[src/rtl/pwm_width_capture.sv]
// pwm_width_capture: measures PWM high time in XCK ticks per LDL-delimited frame.
module pwm_width_capture #(
   parameter int SYNC_STAGES = 2,
   parameter int PERIOD_MAX  = 128
) (
   input  logic       MasterClock,
   input  logic       ResetL,
   input  logic       XCK,
   input  logic       LDL,
   input  logic       PW,
   output logic [6:0] WIDTH,
   output logic       VALID,
   output logic       OVF,
   output logic       TIMEOUT
);
   localparam int PER_W = $clog2(PERIOD_MAX + 1);
   localparam logic [PER_W-1:0] PER_LAST = PER_W'(PERIOD_MAX - 1);
   localparam logic [PER_W-1:0] PER_ONE  = PER_W'(1);

   typedef enum logic {IDLE, MEASURE} state_t;

   state_t           r_state;
   logic [6:0]       r_cnt;
   logic             r_ovf_f;
   logic [PER_W-1:0] r_per;
   logic [6:0]       r_width;
   logic             r_valid;
   logic             r_ovf;
   logic             r_timeout;
   logic             w_pw_s;
   logic             w_start;

   generate
      if (SYNC_STAGES == 0) begin : g_nosync
         assign w_pw_s = PW;
      end else begin : g_sync
         logic [SYNC_STAGES-1:0] r_sync;
         // PW shift chain into the MasterClock domain
         always_ff @(posedge MasterClock or negedge ResetL) begin
            if (!ResetL) begin
               r_sync <= '0;
            end else begin
               r_sync[0] <= PW;
               for (int i = 1; i < SYNC_STAGES; i++) r_sync[i] <= r_sync[i-1];
            end
         end
         assign w_pw_s = r_sync[SYNC_STAGES-1];
      end
   endgenerate

   assign w_start = XCK & ~LDL;

   // frame FSM: count high ticks, publish on the next start, give up after PERIOD_MAX ticks
   always_ff @(posedge MasterClock or negedge ResetL) begin
      if (!ResetL) begin
         r_state   <= IDLE;
         r_cnt     <= '0;
         r_ovf_f   <= 1'b0;
         r_per     <= '0;
         r_width   <= '0;
         r_valid   <= 1'b0;
         r_ovf     <= 1'b0;
         r_timeout <= 1'b0;
      end else begin
         r_valid   <= 1'b0;
         r_timeout <= 1'b0;
         if (w_start) begin
            if (r_state == MEASURE) begin
               r_width <= r_cnt;
               r_ovf   <= r_ovf_f;
               r_valid <= 1'b1;
            end
            r_cnt   <= {6'd0, w_pw_s};
            r_ovf_f <= 1'b0;
            r_per   <= PER_ONE;
            r_state <= MEASURE;
         end else if (XCK && r_state == MEASURE) begin
            if (r_per == PER_LAST) begin
               r_timeout <= 1'b1;
               r_state   <= IDLE;
               r_cnt     <= '0;
               r_ovf_f   <= 1'b0;
               r_per     <= '0;
            end else begin
               r_per <= r_per + PER_ONE;
               if (w_pw_s) begin
                  if (r_cnt == 7'd127) r_ovf_f <= 1'b1;
                  else r_cnt <= r_cnt + 7'd1;
               end
            end
         end
      end
   end

   assign WIDTH   = r_width;
   assign VALID   = r_valid;
   assign OVF     = r_ovf;
   assign TIMEOUT = r_timeout;
endmodule

[config.mk]
export PLATFORM = sky130hd
export DESIGN_NAME = pwm_width_capture
export DESIGN_NICKNAME = d
export VERILOG_FILES = /design/src/rtl/pwm_width_capture.sv
export SDC_FILE = /design/constraint.sdc
export NUM_CORES = 1
export LEC_CHECK = 0
export ABC_AREA = 1
export BUFFER_PORTS_ARGS = -buffer_cell sky130_fd_sc_hd__buf_2
export CAP_MARGIN = 20
export CORE_UTILIZATION = 25
export CTS_CLUSTER_DIAMETER = 50
export DETAILED_ROUTE_END_ITERATION = 6
export GPL_ROUTABILITY_DRIVEN = 0
export PLACE_DENSITY = 0.41
export SLEW_MARGIN = 10
export SYNTH_ARGS = -nofsm -noshare
export SYNTH_HDL_FRONTEND = slang
export SYNTH_SLANG_ARGS = --single-unit
[constraint.sdc]
create_clock -name MasterClock -period 1.4 [get_ports MasterClock]
set_input_delay 0.07 -clock MasterClock [delete_from_list [all_inputs] [get_ports MasterClock]]
set_output_delay 0.07 -clock MasterClock [all_outputs]
set_load 0.005 [all_outputs]
==> results_dict.tcl, run 1 <==
set metrics [dict create \
    setup_viol 0 \
    cts.sinks 29 \
    fin_worst_skew_ns 0.0154 \
    finalHoldViolCount 0 \
    finalPower_mw 2.52 \
    worst_pin_slew_ns 0.677 \
    path_clk_slew_ns 0.06 \
    dp_hpwl_um 2260 \
    netlist_instances 172 \
    p_per_area_nw_per_um2 1330 \
    yosysSeqAreaShare 0.483 \
    die_w_um 79.5 \
    vias 1185 \
    ff2ff_path_depth 8 \
    clkLatencyLatePin_ns 0.29 \
    grt_max_degree 30 \
    cp-end-kind "register" \
    outcome "finished, final reports clean" \
    synth_seq_cells 29 \
    rrSetupSlack_ns 0.03 \
    final_antenna_net_count 0 \
    holdCritStartpoint "LDL" \
    design_area_um2 1900 \
    antenna_found_initial 0 \
    critPathLaunchType "register" \
    drt_first_pass_iters 4 \
    grt_usage 0.118 \
    hp-class "input port to register" \
    cts_tree "built" \
    grt_pass1_wl_um 5560 \
    post-place-ws_ns -0.0194 \
    syn_area_um2 1500 \
    crit_start "r_per[1]$_DFFE_PN0P_" \
    root_buffer "clkbuf_8" \
    avgSynthCellArea_um2 8.73 \
    layout.nets 212 \
    synth_top_family_by_area "simple AND/OR/NAND/NOR gates" \
    placed_area_um2 1690 \
    crit_type "register to register" \
    slew_violations 0 \
    fin_crit_sh 0.975 \
    drc_errors 0 \
    synthAdderAreaFrac 0.0167 \
    synth.largest_area_cell "dfrtp_1" \
    worstReg2RegStart "r_per[1]$_DFFE_PN0P_" \
    synth_compound_area_frac 0.0600 \
    p_leak_nw 0.962 \
    drt_iter0_markers 40 \
    rows 27 \
    htree_num_levels 2 \
    ys_top_cells_by_area "dfrtp_1 48%, nand2_1 13%, nand3_1 5.0%" \
    max-cap-violations 0 \
    synth_xor_area_frac 0.0233 \
    slew-limit-headroom 0.549 \
    grt_pass1_vias 1192 \
    rsz0062_at_grt "yes" \
    max_freq_mhz 732 \
    viasPerCell 4.26 \
    arrival_ns 1.53 \
    max-vdd-ir-drop_mv 0.586 \
    critPathRequiredTime_ns 1.57 \
    yosys.area_share.simple 0.343 \
    io_pins 15 \
    ys_types 23 \
    wl_um 3260 \
    mostFrequentLayoutCells "49 x nand2_1, 29 x dfrtp_1, 19 x nor2_1, 14 x buf_2, 13 x inv_1" \
    wl_per_cell_um 11.7 \
    syn2layout_area_growth_pct 26.7 \
    core_area_um2 5640 \
    initial_utilization 0.266 \
    final_common_cell "nand2_1" \
    synth_top_area_share 0.483 \
    period_needed_ns 1.37 \
    die_y_um 79.5 \
    fin_ws_ns 0.0347 \
    final_core_util 0.337 \
    die_area_um2 6320 \
    worstReg2RegEnd "r_cnt[4]$_DFFE_PN0P_" \
    dpl.cell_count 264 \
    cts_buffers 5 \
    ys_warn_count 0 \
    clock_path_buffers 2 \
    overflow 0 \
    num_antenna_cells 0 \
    cp_max_fo 8 \
    syn_nets 179 \
    fill_cells 606 \
    crit_end "r_cnt[4]$_DFFE_PN0P_" \
    final_cells 278 \
    synth_mux_area_frac 0 \
    portBuffers 14 \
    final_layout_size_suffix_gt1_frac 0.296 \
]
flip-flops by register name, summed over array words and instances (netlist names):
name           count
r_per              8
WIDTH              7
r_cnt              7
g_sync.r_sync      2
OVF                1
TIMEOUT            1
VALID              1
r_ovf_f            1
r_state            1
metal layers:
metal | routed length, µm | up-vias | track usage | share of wire
met4 | 43 | 0 | 0.0491 | 0.013
met5 | 0 | - | 0 | 0
met2 | 1450 | 24 | 0.182 | 0.44
li1 | - | 612 | - | -
met1 | 1640 | 544 | 0.152 | 0.50
met3 | 133 | 5 | 0.0343 | 0.041
area by class of cell:
type | count | area, µm² | share of cell area
Multi-Input combinational cell | 124 | 729 | 0.384
Sequential cell | 29 | 726 | 0.382
Timing Repair Buffer | 27 | 173 | 0.0908
Tap cell | 72 | 90.1 | 0.0474
Clock buffer | 7 | 86.3 | 0.0454
Inverter | 18 | 67.6 | 0.0355
Clock inverter | 1 | 30.0 | 0.0158
worst min path at each step:
stage / end / depth (start not counted)
after detailed placement: VALID$_DFF_PN0_ / 1
after global routing: VALID$_DFF_PN0_ / 2
after floorplan: OVF$_DFFE_PN0P_ / 0
after global placement: VALID$_DFF_PN0_ / 1
after CTS: VALID$_DFF_PN0_ / 2
final: VALID$_DFF_PN0_ / 2
logic make-up (layout without fill, tap and decap cells):
family	count (synthesis)	after routing
AOI/OAI and AO/OA	15	15
adders and majority gates	2	2
xor gates and xnor gates	4	4
DFF	29	29
and+or+nand+nor	101	103
buffers and inverters	21	53
metrics by stage:
stage	hold slack, ns	setup TNS, ns
6_report	0.0195	0
5_1_grt	0.00871	-0.526
2_1_floorplan	-0.226	0
4_1_cts	0.0143	0
3_5_place_dp	0.157	-0.0194
3_3_place_gp	0.155	-0.00625
worst max-delay path, stage by stage (launching register included):
cell and delay [ns]:
dfrtp_1 0.37, ha_2 0.22, nand2_4 0.07, nor2_4 0.17, nand2_4 0.10, nand2_8 0.12
nand2_8 0.09, nand3_2 0.06, nand2_1 0.06
cell usage after synthesis:
| cell | instances |
|---|---|
| nand2_1 | 52 |
| dfrtp_1 | 29 |
| nor2_1 | 20 |
| inv_1 | 15 |
| nand3_1 | 15 |
| nand2_4 | 5 |
| o21ai_1 | 5 |
| a21oi_1 | 4 |
| inv_2 | 3 |
| nor2_4 | 3 |
| o21ai_0 | 3 |
| xor2_1 | 3 |
| buf_6 | 2 |
| ha_1 | 2 |
| nand2_8 | 2 |
| nand4_1 | 2 |
| a21oi_4 | 1 |
| a31oi_1 | 1 |
| buf_12 | 1 |
| nand3_2 | 1 |
| nand3_4 | 1 |
| o211ai_1 | 1 |
| xnor2_1 | 1 |
what timing repair did:
item,4_1_cts,5_1_grt
hold endpoints to repair,30,0
hold buffers,2,0
resized for setup,1,12
gates cloned,0,2
buffers inserted,0,2
endpoints found under the setup margin,2,13
pin swaps,0,7
where the power goes:
group          switching, mW  internal (mW)
Combinational          0.308          0.258
Sequential            0.0910          0.962
Clock                  0.325          0.580
Total                  0.724           1.80
No activity file was read; power rests on OpenSTA's default activity.
==> inputs of run 2 (changes only) <==
--- a/config.mk
+++ b/config.mk
@@ -13,6 +13,7 @@
 export DETAILED_ROUTE_END_ITERATION = 6
 export GPL_ROUTABILITY_DRIVEN = 0
 export PLACE_DENSITY = 0.41
+export SETUP_SLACK_MARGIN = 0.5
 export SLEW_MARGIN = 10
 export SYNTH_ARGS = -nofsm -noshare
 export SYNTH_HDL_FRONTEND = slang
==> run 2 against run 1 <==
Against the previous run: register-to-register slack improved by 0.06 ns; via count is 5.1% higher; first-iteration DRC count grew 5.0%; sequential share of layout area decreased by 3.1 points; fmax rose by 4.3%; clock skew fell by 0.011 ns; clock power increased by 0.4%; worst hold slack better by 0.046 ns; sequential cell count stayed put; routed wire length rose by 5.0%; design area grew 8.8%; critical endpoint is now r_cnt[2]$_DFFE_PN0P_; largest power group unchanged.
==> results_dict.tcl, run 2 (synthesis gave the netlist of run 1 again) <==
set metrics [dict create \
    placed_area_um2 1690 \
    fin_crit_sh 0.935 \
    seq_power_share 0.407 \
    p_sw_frac 0.293 \
    die_w_um 79.5 \
    cp_max_fo 8 \
    syn2layout_area_growth_pct 37.8 \
    final_core_util 0.367 \
    design_area_um2 2070 \
    critPathRequiredTime_ns 1.57 \
    vias 1246 \
    arrival_ns 1.48 \
    worstReg2RegEnd "r_cnt[2]$_DFFE_PN0P_" \
    drc_errors 0 \
    critPathLaunchType "register" \
    fill_cells 588 \
    grtUsageMet2 0.219 \
    p_per_area_nw_per_um2 1260 \
    crit_slowest_cell "dfrtp_1" \
    p_clk_frac 0.350 \
    wl_per_cell_um 12.0 \
    post-place-ws_ns 0.0290 \
    mostFrequentLayoutCells "37 x nand2_1, 29 x dfrtp_1, 17 x buf_4, 16 x nor2_1" \
    crit_chain "ha_2, nand2_4, nor2_4, nand2_4, nand2_8, nand2_8, nand3_1, nand2_1" \
    holdCritStartpoint "LDL" \
    slew_violations 0 \
    finalHoldViolCount 0 \
    htree_num_levels 2 \
    worstReg2RegStart "r_per[1]$_DFFE_PN0P_" \
    period_needed_ns 1.31 \
    cp-end-kind "register" \
    whs_endpoint "TIMEOUT$_DFF_PN0_" \
    crit_type "register to register" \
    setup_viol 0 \
    seq_area_um2 726 \
    grtUsageMet1 0.143 \
    grt_pass1_wl_um 5920 \
    final_cells 285 \
    busiest_layer "met2" \
    core_area_um2 5640 \
    max_freq_mhz 764 \
    antenna_found_initial 0 \
    top_register "r_per" \
    grt_use_met3 0.0343 \
    io_pins 15 \
    cts_buffers 5 \
    fin_ws_ns 0.0913 \
    ff2ff_path_depth 8 \
    hold_depth 3 \
    rsz0062_at_grt "yes" \
    wl_um 3420 \
    rrSetupSlack_ns 0.09 \
    grt_usage 0.125 \
    largest_reg_flops 8 \
    viasPerCell 4.37 \
    pwr-share-comb 0.243 \
    path_clk_slew_ns 0.07 \
    max-cap-violations 0 \
    overflow 0 \
    initial_utilization 0.266 \
    cpPeakStageDelay_ns 0.36 \
    p_switching_mw 0.762 \
    fin_setup_tns_ns 0 \
    final_antenna_net_count 0 \
    rows 27 \
    grt_pass1_vias 1263 \
    portBuffers 14 \
    clock_path_buffers 2 \
    root_buffer "clkbuf_8" \
    dpl.cell_count 263 \
    fin_worst_skew_ns 0.00462 \
    max-vdd-ir-drop_mv 0.420 \
    cts_tree "built" \
    holdWs_ns 0.0654 \
    slew-limit-headroom 0.723 \
    worst-path-buf-inv 0 \
    crit_start "r_per[1]$_DFFE_PN0P_" \
    final_common_cell "nand2_1" \
    cp_top_family "simple AND/OR/NAND/NOR gates" \
    drt_first_pass_iters 4 \
    num_antenna_cells 0 \
    die_y_um 79.5 \
    final_layout_size_suffix_gt1_frac 0.427 \
    dp_hpwl_um 2270 \
    layout.nets 219 \
    finalPower_mw 2.60 \
    hp-class "input port to register" \
    cts.sinks 29 \
    worst_pin_slew_ns 0.416 \
    multi_input_area_um2 822 \
    grt_max_degree 30 \
    drt_iter0_markers 42 \
    p_leak_nw 1.01 \
    internal_power_mw 1.84 \
    die_area_um2 6320 \
    outcome "finished, final reports clean" \
    clkLatencyLatePin_ns 0.28 \
]
run 2: cell types whose count changed in the layout (fill, tap and decap cells not counted), moves of 2 or more:
cell     change
buf_4        +6
buf_6        +2
nand2_1     -12
nand2_2      +9
nand3_1      -3
nand3_2      +3
nor2_1       -3
nor2_4       +2
o21ai_0      -2
o21ai_2      +3
run 2: worst min-delay path, stage by stage:
cell	delay [ns]
buf_2	0.12
inv_2	0.07
nor2_1	0.05
run 2: power by group through the flow:
stage	Combinational [mW]	Sequential [mW]	Clock [mW]
6_report	0.633	1.06	0.909
5_1_grt	0.717	1.08	0.972
4_1_cts	0.587	1.05	0.942
3_5_place_dp	0.528	1.06	0
3_3_place_gp	0.534	1.06	0
2_1_floorplan	0.287	1.08	0
run 2: how the worst max path moves through the flow:
stage	slack, ns	endpoint	depth (start not counted)
after floorplan	0.12	r_cnt[2]$_DFFE_PN0P_	9
after global placement	0.03	r_cnt[0]$_DFFE_PN0P_	8
after detailed placement	0.03	r_cnt[0]$_DFFE_PN0P_	8
after CTS	0.09	r_per[1]$_DFFE_PN0P_	7
after global routing	-0.007	r_cnt[5]$_DFFE_PN0P_	8
final	0.09	r_cnt[2]$_DFFE_PN0P_	8
run 2: timing repair:
item	in CTS	in global routing
hold buffers	2	0
gates cloned	1	0
gates resized for setup	14	33
endpoints found under the hold margin	30	0
buffers inserted	10	1
endpoints found under the setup margin	26	56
pin swaps	9	12
run 2: area by class of cell:
cell class / count / area share
clock buffers: 7 / 0.0417
repair buffers: 35 / 0.117
inverters: 18 / 0.0351
clock inverters: 1 / 0.0145
well taps: 72 / 0.0435
multi-input cells: 123 / 0.397
flip-flops and latches: 29 / 0.351
run 2: metal layers:
| layer | wire [µm] | vias up |
|---|---|---|
| met5 | 0 | - |
| met4 | 53 | 0 |
| met2 | 1770 | 26 |
| met1 | 1490 | 590 |
| li1 | - | 622 |
| met3 | 118 | 8 |
==> inputs of run 3 (changes only) <==
--- a/config.mk
+++ b/config.mk
@@ -9,9 +9,11 @@
 export BUFFER_PORTS_ARGS = -buffer_cell sky130_fd_sc_hd__buf_2
 export CAP_MARGIN = 20
 export CORE_UTILIZATION = 25
+export CTS_BUF_LIST = sky130_fd_sc_hd__clkbuf_16
 export CTS_CLUSTER_DIAMETER = 50
 export DETAILED_ROUTE_END_ITERATION = 6
 export GPL_ROUTABILITY_DRIVEN = 0
+export GPL_TIMING_DRIVEN = 0
 export PLACE_DENSITY = 0.41
 export SETUP_SLACK_MARGIN = 0.5
 export SLEW_MARGIN = 10
==> run 3 against run 2 <==
Against the previous run: power increased by 0.56%; register-to-register slack got worse by 0.03 ns; clock power grew 9.1%; critical endpoint is now r_cnt[3]$_DFFE_PN0P_; design area is 0.60% higher; sequential power hardly changed; die area is the same; non-clock buffer count grew 3; via count is 4.6% lower; routed wire length fell by 8.8%; fmax down 2.5%.
==> results_dict.tcl, run 3 (synthesis gave the netlist of run 1 again) <==
set metrics [dict create \
    fill_cells 584 \
    cp_max_fo 10 \
    cp-end-kind "register" \
    die_area_um2 6320 \
    setup_viol 0 \
    whs_endpoint "TIMEOUT$_DFF_PN0_" \
    rsz0062_at_grt "yes" \
    htree_num_levels 2 \
    initial_utilization 0.266 \
    cts_tree "built" \
    wl_um 3120 \
    critPathLaunchType "register" \
    grt_max_degree 30 \
    grt_usage 0.117 \
    drt_first_pass_iters 4 \
    rows 27 \
    die_w_um 79.5 \
    grt_pass1_vias 1221 \
    crit_type "register to register" \
    antenna_found_initial 0 \
    fin_ws_ns 0.0584 \
    cts_buffers 5 \
    max-vdd-ir-drop_mv 0.577 \
    p_leak_nw 1.04 \
    syn2layout_area_growth_pct 38.7 \
    core_area_um2 5640 \
    finalHoldViolCount 0 \
    root_buffer "clkbuf_16" \
    max-cap-violations 0 \
    post-place-ws_ns -0.0769 \
    die_y_um 79.5 \
    dpl.cell_count 258 \
    hp-class "input port to register" \
    fin_crit_sh 0.958 \
    critPathRequiredTime_ns 1.56 \
    drt_iter0_markers 46 \
    slew-limit-headroom 0.725 \
    dp_hpwl_um 2180 \
    portBuffers 14 \
    worstReg2RegEnd "r_cnt[3]$_DFFE_PN0P_" \
    vias 1189 \
    multi_input_area_um2 737 \
    final_antenna_net_count 0 \
    rrSetupSlack_ns 0.06 \
    ff2ff_path_depth 9 \
    worstReg2RegStart "r_per[1]$_DFFE_PN0P_" \
    largest_reg_flops 8 \
    holdCritStartpoint "LDL" \
    path_clk_slew_ns 0.05 \
    outcome "finished, final reports clean" \
    max_freq_mhz 745 \
    final_cells 287 \
    p_per_area_nw_per_um2 1260 \
    fin_worst_skew_ns 0.00467 \
    period_needed_ns 1.34 \
    cts.sinks 29 \
    drc_errors 0 \
    final_common_cell "nand2_1" \
    layout.nets 221 \
    worst_pin_slew_ns 0.413 \
    viasPerCell 4.14 \
    top_register "r_per" \
    grt_pass1_wl_um 5570 \
    wl_per_cell_um 10.9 \
    num_antenna_cells 0 \
    slew_violations 0 \
    fin_setup_tns_ns 0 \
    mostFrequentLayoutCells "44 x nand2_1, 29 x dfrtp_1, 19 x nor2_1, 14 x inv_1, 14 x buf_4" \
    holdWs_ns 0.0733 \
    final_layout_size_suffix_gt1_frac 0.363 \
    arrival_ns 1.50 \
    hold_depth 3 \
    clock_path_buffers 2 \
    clkLatencyLatePin_ns 0.27 \
    io_pins 15 \
    seq_area_um2 726 \
    overflow 0 \
    final_core_util 0.369 \
]
## run 3: per-layer routing
layer,global-route usage,vias to the layer above,share of wire
met5,0,-,0
met4,0.0382,0,0.013
met3,0.0411,5,0.033
met2,0.198,17,0.48
met1,0.135,541,0.47
li1,-,626,-
## run 3: what timing repair did
| action | 4_1_cts | 5_1_grt |
|---|---|---|
| setup endpoints to repair | 26 | 56 |
| pin swaps | 9 | 8 |
| resized for setup | 15 | 13 |
| endpoints found under the hold margin | 30 | 0 |
| buffers inserted | 16 | 2 |
| cloned | 1 | 0 |
| hold buffers | 2 | 0 |
## run 3: cell type report
cell class,count,area share
plain buffers,3,0.0222
clock buffers,5,0.0601
inverters,18,0.0349
repair buffers,35,0.130
flip-flops and latches,29,0.349
well taps,72,0.0433
multi-input cells,122,0.354
clock inverters,3,0.00661
## run 3: where the power goes
| group | internal (mW) | leakage (nW) | switching (mW) |
|---|---|---|---|
| clock | 0.642 | 0.0748 | 0.350 |
| combinational | 0.269 | 0.588 | 0.270 |
| sequential | 0.964 | 0.381 | 0.120 |
| total | 1.88 | 1.04 | 0.740 |
## run 3: worst max-delay path, stage by stage, from the launching register on
cell and delay, ns:
dfrtp_1 0.37, ha_2 0.20, nand2_2 0.07, nor2_4 0.12, nand2_4 0.09, nand2_8 0.08, nand2_4 0.05, buf_8 0.13
nand3_1 0.06, nand2_1 0.05
## run 3: metrics by stage
stage          area [µm²]  power [mW]
4_1_cts              2030        2.64
5_1_grt              2080        2.80
3_5_place_dp         1670        1.51
3_3_place_gp         1670        1.51
6_report             2080        2.62
2_1_floorplan        1510        1.36
## run 3: how the worst max path moves through the flow
stage                                       to  slack, ns                 start
final                     r_cnt[3]$_DFFE_PN0P_       0.06  r_per[1]$_DFFE_PN0P_
after global routing      r_cnt[5]$_DFFE_PN0P_      -0.02  r_per[1]$_DFFE_PN0P_
after CTS                 r_cnt[0]$_DFFE_PN0P_       0.02  r_per[1]$_DFFE_PN0P_
after detailed placement  r_cnt[6]$_DFFE_PN0P_      -0.08  r_cnt[1]$_DFFE_PN0P_
after global placement    r_cnt[0]$_DFFE_PN0P_      -0.09  r_cnt[1]$_DFFE_PN0P_
after floorplan           r_cnt[2]$_DFFE_PN0P_       0.12  r_per[1]$_DFFE_PN0P_
